`src/rtl/echo_indication_deserializer.sv`:
```
// Echo indication deserializer: packs three 32-bit portal words
// into one 96-bit message and hands it downstream.
//
// Ports:
//   CLK, RST        rising-edge clock, synchronous active-high reset
//   word_enq__ENA   upstream word strobe
//   word_enq_v      upstream word
//   word_enq__RDY   a word can be taken this cycle
//   pipe_enq__ENA   message delivered this cycle
//   pipe_enq_v      {heard v, heard meth, tag}
//   pipe_enq__RDY   downstream can take a message
//   msg_count       messages delivered (wraps at 16 bits)
//   word_idx        words held for the message in progress
module echo_indication_deserializer #(
    parameter int WORD_WIDTH = 32,
    parameter int MSG_WORDS  = 3
) (
    input  logic                            CLK,
    input  logic                            RST,
    input  logic                            word_enq__ENA,
    input  logic [WORD_WIDTH-1:0]           word_enq_v,
    output logic                            word_enq__RDY,
    output logic                            pipe_enq__ENA,
    output logic [WORD_WIDTH*MSG_WORDS-1:0] pipe_enq_v,
    input  logic                            pipe_enq__RDY,
    output logic [15:0]                     msg_count,
    output logic [1:0]                      word_idx
);

    typedef enum logic {
        COLLECT = 1'b0,
        FULL    = 1'b1
    } state_e;

    localparam logic [1:0] LAST_IDX = 2'(MSG_WORDS - 1);

    state_e                state_q, state_d;
    logic [1:0]            idx_q, idx_d;
    logic [15:0]           msg_count_q, msg_count_d;
    logic [WORD_WIDTH-1:0] slot_q [MSG_WORDS];
    logic [WORD_WIDTH-1:0] slot_d [MSG_WORDS];

    logic accept;
    logic deliver;

    // In FULL the slots are free again only once the message leaves,
    // so upstream readiness follows downstream readiness there.
    assign word_enq__RDY = (state_q == COLLECT) ? 1'b1 : pipe_enq__RDY;
    assign deliver       = (state_q == FULL) && pipe_enq__RDY;
    assign accept        = word_enq__ENA && word_enq__RDY;

    assign pipe_enq__ENA = deliver;
    assign msg_count     = msg_count_q;
    assign word_idx      = idx_q;

    always_comb begin
        for (int i = 0; i < MSG_WORDS; i++) begin
            pipe_enq_v[i*WORD_WIDTH +: WORD_WIDTH] = slot_q[i];
        end
    end

    always_comb begin
        state_d     = state_q;
        idx_d       = idx_q;
        msg_count_d = msg_count_q;
        slot_d      = slot_q;
        unique case (state_q)
            COLLECT: begin
                if (accept) begin
                    slot_d[idx_q] = word_enq_v;
                    if (idx_q == LAST_IDX) begin
                        idx_d   = 2'd0;
                        state_d = FULL;
                    end else begin
                        idx_d = idx_q + 2'd1;
                    end
                end
            end
            FULL: begin
                if (deliver) begin
                    state_d     = COLLECT;
                    msg_count_d = msg_count_q + 16'd1;
                    // A word taken on the delivery cycle opens the
                    // next message, sustaining one message per 3 cycles.
                    if (accept) begin
                        slot_d[0] = word_enq_v;
                        idx_d     = 2'd1;
                    end
                end
            end
            default: state_d = COLLECT;
        endcase
    end

    always_ff @(posedge CLK) begin
        if (RST) begin
            state_q     <= COLLECT;
            idx_q       <= 2'd0;
            msg_count_q <= 16'd0;
            for (int i = 0; i < MSG_WORDS; i++) begin
                slot_q[i] <= '0;
            end
        end else begin
            state_q     <= state_d;
            idx_q       <= idx_d;
            msg_count_q <= msg_count_d;
            slot_q      <= slot_d;
        end
    end

endmodule
```
`config.mk`:
```
export PLATFORM = sky130hd
export DESIGN_NAME = echo_indication_deserializer
export DESIGN_NICKNAME = d
export VERILOG_FILES = /design/src/rtl/echo_indication_deserializer.sv
export SDC_FILE = /design/constraint.sdc
export NUM_CORES = 1
export LEC_CHECK = 0
export CAP_MARGIN = 10
export CORE_MARGIN = 2
export CORE_UTILIZATION = 35
export CTS_BUF_LIST = sky130_fd_sc_hd__clkbuf_8
export DETAILED_ROUTE_END_ITERATION = 10
export PLACE_DENSITY = 0.7
export SYNTH_ARGS = -nofsm -noshare
export SYNTH_HDL_FRONTEND = slang
export SYNTH_SLANG_ARGS = --single-unit
```
`constraint.sdc`:
```
create_clock -name CLK -period 3.1 [get_ports CLK]
set_input_delay 0.775 -clock CLK [delete_from_list [all_inputs] [get_ports CLK]]
set_output_delay 0.775 -clock CLK [all_outputs]
set_load 0.05 [all_outputs]
```
Yosys cells after proc, flatten, opt, wreduce, memory -nomap -nowiden
Cells that the tools add are included.
- register bits: 115
- word-level logic and storage cells: 39
- input bits: 36
- output and inout bits: 116
- eq/ne operators: 4
- $lt $le $gt $ge: 2
- add/subtract/negate cells: 2
- multiplexer cells: 17
- reduce and logical (&&, ||, !) cells: 6
- bitwise logic cells: 2
- operators by type and width (cell ; count):
    $bwmux 96 ; 1
    $mux 32 ; 3
    $mux 96 ; 1
    $demux 32 s2 ; 1
    $pmux 32 s2 ; 1
    $add 16x1->16 const B ; 1
    $mux 2 ; 4
    $mux 1 ; 4
    $ne 2x2->1 const B ; 2
    $pmux 2 s2 ; 1
    $reduce_and 2->1 ; 2
    $ge 3x3->1 const B ; 1
    $logic_and 1x1->1 ; 3
    $lt 3x1->1 const B ; 1
    $not 2->3 ; 1
    $reduce_and 3->1 ; 1
    $add 2x1->2 const B ; 1
    $eq 2x2->1 const B ; 1
    $ne 2x1->1 const B ; 1
    $pmux 1 s2 ; 1
    $not 1->1 ; 1

Depth between registers and ports, before layout
Gate-level depths: netlist of the first run.
- depth after elaboration: 8
- depth in mapped cells: 6
- mapped depth without buffers: 5

Worst setup path after synthesis of the first run
OpenSTA, ideal clock, no wires.
- path type: input -> output
- start point: input port pipe_enq__RDY
- end point: output port word_enq__RDY
- slack: 1.141 ns
- stages: 1
- data arrival time: 1.184 ns
- path buffers: 0
- data required time: 2.325 ns
- cells stage by stage: or2b_1
- longest elaborated chain between the ends: 1
- ends and longest elaborated chain (element ; RTL line ; source):
    start: declaration ; 25 ; input logic pipe_enq__RDY,
    $mux 1 ; 48 ; assign word_enq__RDY = (state_q == COLLECT) ? 1'b1 : pipe_enq__RDY;
    end: declaration ; 22 ; output logic word_enq__RDY,
No other way between the ends.

Worst setup path in the final report of the first run
- start point: input port pipe_enq__RDY
- end point: output port pipe_enq__ENA
- longest elaborated chain between the ends: 1
- ends and longest elaborated chain (element ; RTL line ; source):
    $logic_and 1x1->1 ; 49 ; assign deliver = (state_q == FULL) && pipe_enq__RDY;
    end: declaration ; 23 ; output logic pipe_enq__ENA,
No other way between the ends.

==> results.json, run 1 <==
{
  "first_global_vias": 3905,
  "clock-sinks": 115,
  "drive_gt1_frac": 0.07681,
  "syn_avg_cell_area_um2": 8.100,
  "row_count": 39,
  "fill_cells": 1053,
  "core_area_um2": 11520,
  "start_kind": "primary input",
  "route.detailed.drc": 11,
  "synth_top_area_cell": "dfxtp_1",
  "clockRootBuffer": "clkbuf_8",
  "synthTopCellsByCount": "nand2_1, dfxtp_1, a21oi_1",
  "period_share": 0.8546,
  "cts_buffers": 17,
  "track_usage": 0.1915,
  "maxSlewViolCount": 0,
  "path_clk_slew_ns": 0.06,
  "io_buffer_count": 151,
  "synth_ff_type": "dfxtp_1",
  "synthArstFlopShare": 0,
  "routed_wl_um": 12150,
  "cts_hold_buf": 0,
  "peakVddDrop_v": 0.0005039,
  "max_freq_ghz": 0.3775,
  "holdWs_ns": 0.4526,
  "ctsHtreeMaxLevel": 4,
  "maxCapViolCount": 0,
  "finalSetupTns_ns": 0,
  "pre_cts_slack_ns": 0.3938,
  "skew_ns": 0.01537,
  "place.gp.congestion": 0.7700,
  "tightest_slew_ns": 0.6214,
  "end_kind": "primary output",
  "grt_pass1_wl_um": 19260,
  "crit_required_ns": 2.32,
  "synth_edf_count": 0,
  "hp-class": "flip-flop to flip-flop",
  "powerDensity_nw_per_um2": 561.1,
  "ant_nets": 0,
  "syn-instance-count": 515,
  "timing.final.ws_setup_ns": 0.4508,
  "violations": "design-rule violations",
  "synth_nets": 552,
  "pin_count": 152,
  "crit_fanout": 6,
  "path_class": "primary input to primary output",
  "yosysWarnings": 0,
  "synth_most_common_cell": "nand2_1",
  "clock_latency_ns": 0.43,
  "antenna_cells": 0,
  "drt_pre_antenna_iters": 8,
  "dp_hpwl_um": 8508,
  "synth.distinct_cells": 32,
  "grt_overflow": 0,
  "yosysTopAreaCellShare": 0.5519,
  "cts_resized": 0,
  "nets": 701,
  "syn_area_um2": 4172,
  "clockBufferDepth": 2,
  "rsz0062_at_grt": "no",
  "synth_area_leaders": "dfxtp_1, nand2_1, a21oi_1, buf_2, xnor2_1",
  "drt-initial-drc-count": 283,
  "post_cts_buffers": 0,
  "dieArea_um2": 12810,
  "die_y_um": 113.2,
  "layout_min_cycle_time_ns": 2.649,
  "setup_viol": 0,
  "avgRoutedWirePerCell_um": 14.82,
  "ys_seq_area_frac": 0.5519,
  "vias": 4001,
  "hold_viol_final": 0,
  "cp.arrival_ns": 1.87,
  "vias_per_cell": 4.879,
  "die_w_um": 113.2,
  "slew_headroom": 0.5857,
  "power.leakage_nw": 2.196,
  "initial_core_util": 0.3622,
  "status": "complete, but fails checks",
  "synth-seq-cells": 115,
  "seqCellArea_um2": 2302,
  "grt_max_degree": 59,
  "multi_input_area_um2": 1693,
  "antenna_found_initial": 0,
  "cts_tree": "built",
  "syn_to_final_growth_pct": 49.61
}
==> cell families (layout without fill, tap and decap cells) <==
logic type	count (synthesis)	after routing	share of synthesized area
XOR/XNOR	12	12	0.02519
multiplexers	1	1	0.002400
adder cells (fa/ha/maj)	1	1	0.002999
buffers and inverters	38	200	0.04229
AND/OR/NAND/NOR	241	241	0.2436
flip-flops	115	115	0.5519
AO/OA/AOI/OAI	107	107	0.1317
==> through the flow <==
step | instance area, µm² | std cells | total power, mW | util
2_1_floorplan | 4172 | 515 | 1.901 | -
3_3_place_gp | 5828 | 788 | 2.099 | 0.5061
3_5_place_dp | 5828 | 788 | 2.109 | 0.5061
4_1_cts | 6241 | 820 | 3.544 | 0.5419
5_1_grt | 6241 | 820 | 3.650 | 0.5419
6_report | 6241 | 820 | 3.502 | 0.5419
==> worst paths after layout <==
path / start / to / slack, ns / cells past startpoint
max: pipe_enq__RDY / pipe_enq__ENA / 0.45 / 3
min: pipe_enq_v[95]$_SDFFE_PP0P_ / pipe_enq_v[95]$_SDFFE_PP0P_ / 0.45 / 2
max reg2reg: state_q$_SDFF_PP0_ / pipe_enq_v[20]$_SDFFE_PP0P_ / 1.30 / 5
min reg2reg: pipe_enq_v[95]$_SDFFE_PP0P_ / pipe_enq_v[95]$_SDFFE_PP0P_ / 0.45 / 2
==> worst max-delay path, stage by stage <==
cell and delay, ns:
clkdlybuf4s50_1 0.56, and2_1 0.36, buf_12 0.18
==> power by group <==
group,internal [mW],switching (mW),leakage [nW]
Clock,0.845,0.581,0.217
Combinational,0.174,0.339,1.05
Sequential,1.53,0.0324,0.934
Total,2.55,0.952,2.20
==> sequential cells by signal (all words and copies together) (netlist names) <==
register and count:
msg_count 16, pipe_enq_v 96, state_q 1, word_idx 2
==> cell type report <==
cell class / instances / area share
Multi-Input combinational cell: 362 / 0.2713
Clock inverter: 12 / 0.02205
Inverter: 4 / 0.002406
Sequential cell: 115 / 0.3689
Timing Repair Buffer: 164 / 0.2626
Clock buffer: 20 / 0.04411
Tap cell: 143 / 0.02867
==> metal layers <==
| metal | vias to the layer above | routed length, µm | global-route usage |
|---|---|---|---|
| met5 | - | 0 | 0 |
| met4 | 0 | 284 | 0.09512 |
| met3 | 22 | 970 | 0.08034 |
| met2 | 131 | 5952 | 0.3122 |
| met1 | 1870 | 4941 | 0.2157 |
| li1 | 1978 | - | - |
==> layout by cell type, fill, tap and decap left out, types with 3 or more instances in the layout <==
| master | netlist | routed |
|---|---|---|
| nor2_1 | 15 | 15 |
| nor4_1 | 3 | 3 |
| buf_12 | 0 | 3 |
| a21oi_1 | 102 | 102 |
| xnor2_1 | 8 | 8 |
| xor2_1 | 4 | 4 |
| nor3_1 | 4 | 4 |
| dfxtp_1 | 115 | 115 |
| nand4_1 | 5 | 5 |
| inv_1 | 4 | 6 |
| nand2_1 | 198 | 198 |
| clkdlybuf4s50_1 | 0 | 148 |
| buf_4 | 3 | 13 |
| bufinv_16 | 0 | 3 |
| clkbuf_8 | 0 | 20 |
| clkinv_2 | 0 | 5 |
(Power assumes the default switching activity.)
==> run 2: changes to the inputs <==
--- a/config.mk
+++ b/config.mk
@@ -11,4 +11,5 @@
 export CTS_BUF_LIST = sky130_fd_sc_hd__clkbuf_8
 export DETAILED_ROUTE_END_ITERATION = 10
+export GPL_TIMING_DRIVEN = 0
 export PLACE_DENSITY = 0.7
 export SYNTH_ARGS = -nofsm -noshare
==> constraint.sdc (replaced) <==
create_clock -name CLK -period 3.1 [get_ports CLK]
set_input_delay 0.62 -clock CLK [delete_from_list [all_inputs] [get_ports CLK]]
set_output_delay 0.62 -clock CLK [all_outputs]
set_load 0.05 [all_outputs]
==> run 2 against run 1 <==
The run still ends with design-rule violations left. Sequential power hardly changed. Clock power rose by 11%. Cell area increased by 1.1%. Clock-buffer cell count is the same. Global-route usage up 0.36 points. Largest cell class unchanged. Via count is 0.45% higher. Power grew 4.9%. Final cell count up 2.4%. Sequential share of layout area shrank 0.42 points.
==> results.json, run 2 (same netlist as run 1, synthesis figures left out) <==
{
  "status": "complete, but fails checks",
  "violations": "design-rule violations",
  "mostFrequentLayoutCells": "nand2_1, clkdlybuf4s50_1, dfxtp_1",
  "tightest_slew_ns": 0.5742,
  "first_global_vias": 3880,
  "hp-class": "flip-flop to flip-flop",
  "ff2ff_path_depth": 6,
  "power.leakage_nw": 2.242,
  "clockRootBuffer": "clkbuf_8",
  "die_y_um": 113.2,
  "dr.max_layer_used": "met4",
  "avgRoutedWirePerCell_um": 14.94,
  "maxSlewViolCount": 0,
  "grt_overflow": 0,
  "setup_viol": 0,
  "place.gp.congestion": 0.7763,
  "layout_min_cycle_time_ns": 2.943,
  "skew_ns": 0.01006,
  "crit_required_ns": 2.48,
  "ctsHtreeMaxLevel": 4,
  "p_switching_mw": 0.9581,
  "dieArea_um2": 12810,
  "drt-initial-drc-count": 244,
  "track_usage": 0.1951,
  "clockBufferDepth": 2,
  "drive_gt1_frac": 0.08178,
  "syn_to_final_growth_pct": 51.32,
  "nets": 721,
  "vias_per_cell": 4.785,
  "period_share": 0.9495,
  "route.detailed.drc": 11,
  "internal_power_mw": 2.717,
  "largest_reg_flops": 96,
  "clock_latency_ns": 0.41,
  "switching_share": 0.2607,
  "crit_fanout": 6,
  "row_count": 39,
  "routed_wl_um": 12550,
  "cp.arrival_ns": 2.32,
  "antenna_found_initial": 0,
  "cts_resized": 0,
  "hold_start": "pipe_enq_v[19]$_SDFFE_PP0P_",
  "max_freq_ghz": 0.3397,
  "reg2reg_from": "state_q$_SDFF_PP0_",
  "grt_pass1_wl_um": 19710,
  "wl_met3_um": 1042,
  "peakVddDrop_v": 0.0002600,
  "cts_tree": "built",
  "power_frac_comb": 0.142,
  "powerDensity_nw_per_um2": 582.2,
  "power_frac_seq": 0.425,
  "io_buffer_count": 150,
  "critPathLaunch": "pipe_enq__RDY",
  "vias": 4019,
  "die_w_um": 113.2,
  "drt_pre_antenna_iters": 7,
  "finalSetupTns_ns": 0,
  "wl_met2_um": 6029,
  "pin_count": 152,
  "wl_met1_um": 5372,
  "path_clk_slew_ns": 0.07,
  "ant_nets": 0,
  "core_area_um2": 11520,
  "fill_cells": 1092,
  "postPlaceCellArea_um2": 5852,
  "multi_input_area_um2": 1693,
  "clock-sinks": 115,
  "grt_max_degree": 17,
  "cts_buffers": 17,
  "holdWs_ns": 0.4549,
  "post_cts_buffers": 0,
  "hold_viol_final": 0,
  "post-route-cell-area_um2": 6312,
  "slew_headroom": 0.6172,
  "clkPwrFrac": 0.434,
  "maxCapViolCount": 0,
  "cts_hold_buf": 0,
  "final_util": 0.5481,
  "start_kind": "primary input",
  "seqCellArea_um2": 2302,
  "initial_core_util": 0.3622,
  "end_kind": "primary output",
  "rrSetupSlack_ns": 1.46,
  "hold_depth": 2,
  "dp_hpwl_um": 9401,
  "rsz0062_at_grt": "no",
  "antenna_cells": 0,
  "path_class": "primary input to primary output",
  "final_common_cell": "nand2_1"
}
[run 2: path summary, 6_finish.rpt]
| path | to |
|---|---|
| setup reg to reg | pipe_enq_v[22]$_SDFFE_PP0P_ |
| hold reg to reg | pipe_enq_v[19]$_SDFFE_PP0P_ |
| hold / removal | pipe_enq_v[19]$_SDFFE_PP0P_ |
| setup / recovery | pipe_enq__ENA |
[run 2: metrics by stage]
step           setup slack, ns  std cells  power (mW)
6_report                0.1565        840       3.675
5_1_grt                0.08367        840       3.816
2_1_floorplan            1.326        515       1.901
3_3_place_gp            0.1524        808       2.107
4_1_cts                 0.1530        840       3.705
3_5_place_dp            0.1618        808       2.116
[run 2: worst max-delay path, stage by stage]
cell and delay (ns):
clkdlybuf4s50_1 0.54, and2_1 0.14, buf_2 0.19, clkdlybuf4s50_1 0.83
[run 2: layer usage]
layer | GRT usage | up-vias
met4 | 0.05203 | 0
met1 | 0.2375 | 1874
met5 | 0 | -
met3 | 0.07659 | 8
met2 | 0.3230 | 119
li1 | - | 2018
[run 2: layout make-up]
| cell class | count | share of cell area |
|---|---|---|
| Inverter | 4 | 0.002379 |
| Timing Repair Buffer | 150 | 0.2379 |
| Sequential cell | 115 | 0.3647 |
| Clock buffer | 20 | 0.04361 |
| Multi-Input combinational cell | 362 | 0.2682 |
| Clock inverter | 12 | 0.02934 |
| Buffer | 34 | 0.02557 |
| Tap cell | 143 | 0.02834 |
[run 2: power groups by stage]
| stage | clock network, mW | logic, mW | registers [mW] |
|---|---|---|---|
| 3_3_place_gp | 0 | 0.515 | 1.59 |
| 2_1_floorplan | 0 | 0.130 | 1.77 |
| 5_1_grt | 1.70 | 0.552 | 1.57 |
| 3_5_place_dp | 0 | 0.522 | 1.59 |
| 4_1_cts | 1.62 | 0.523 | 1.56 |
| 6_report | 1.59 | 0.520 | 1.56 |
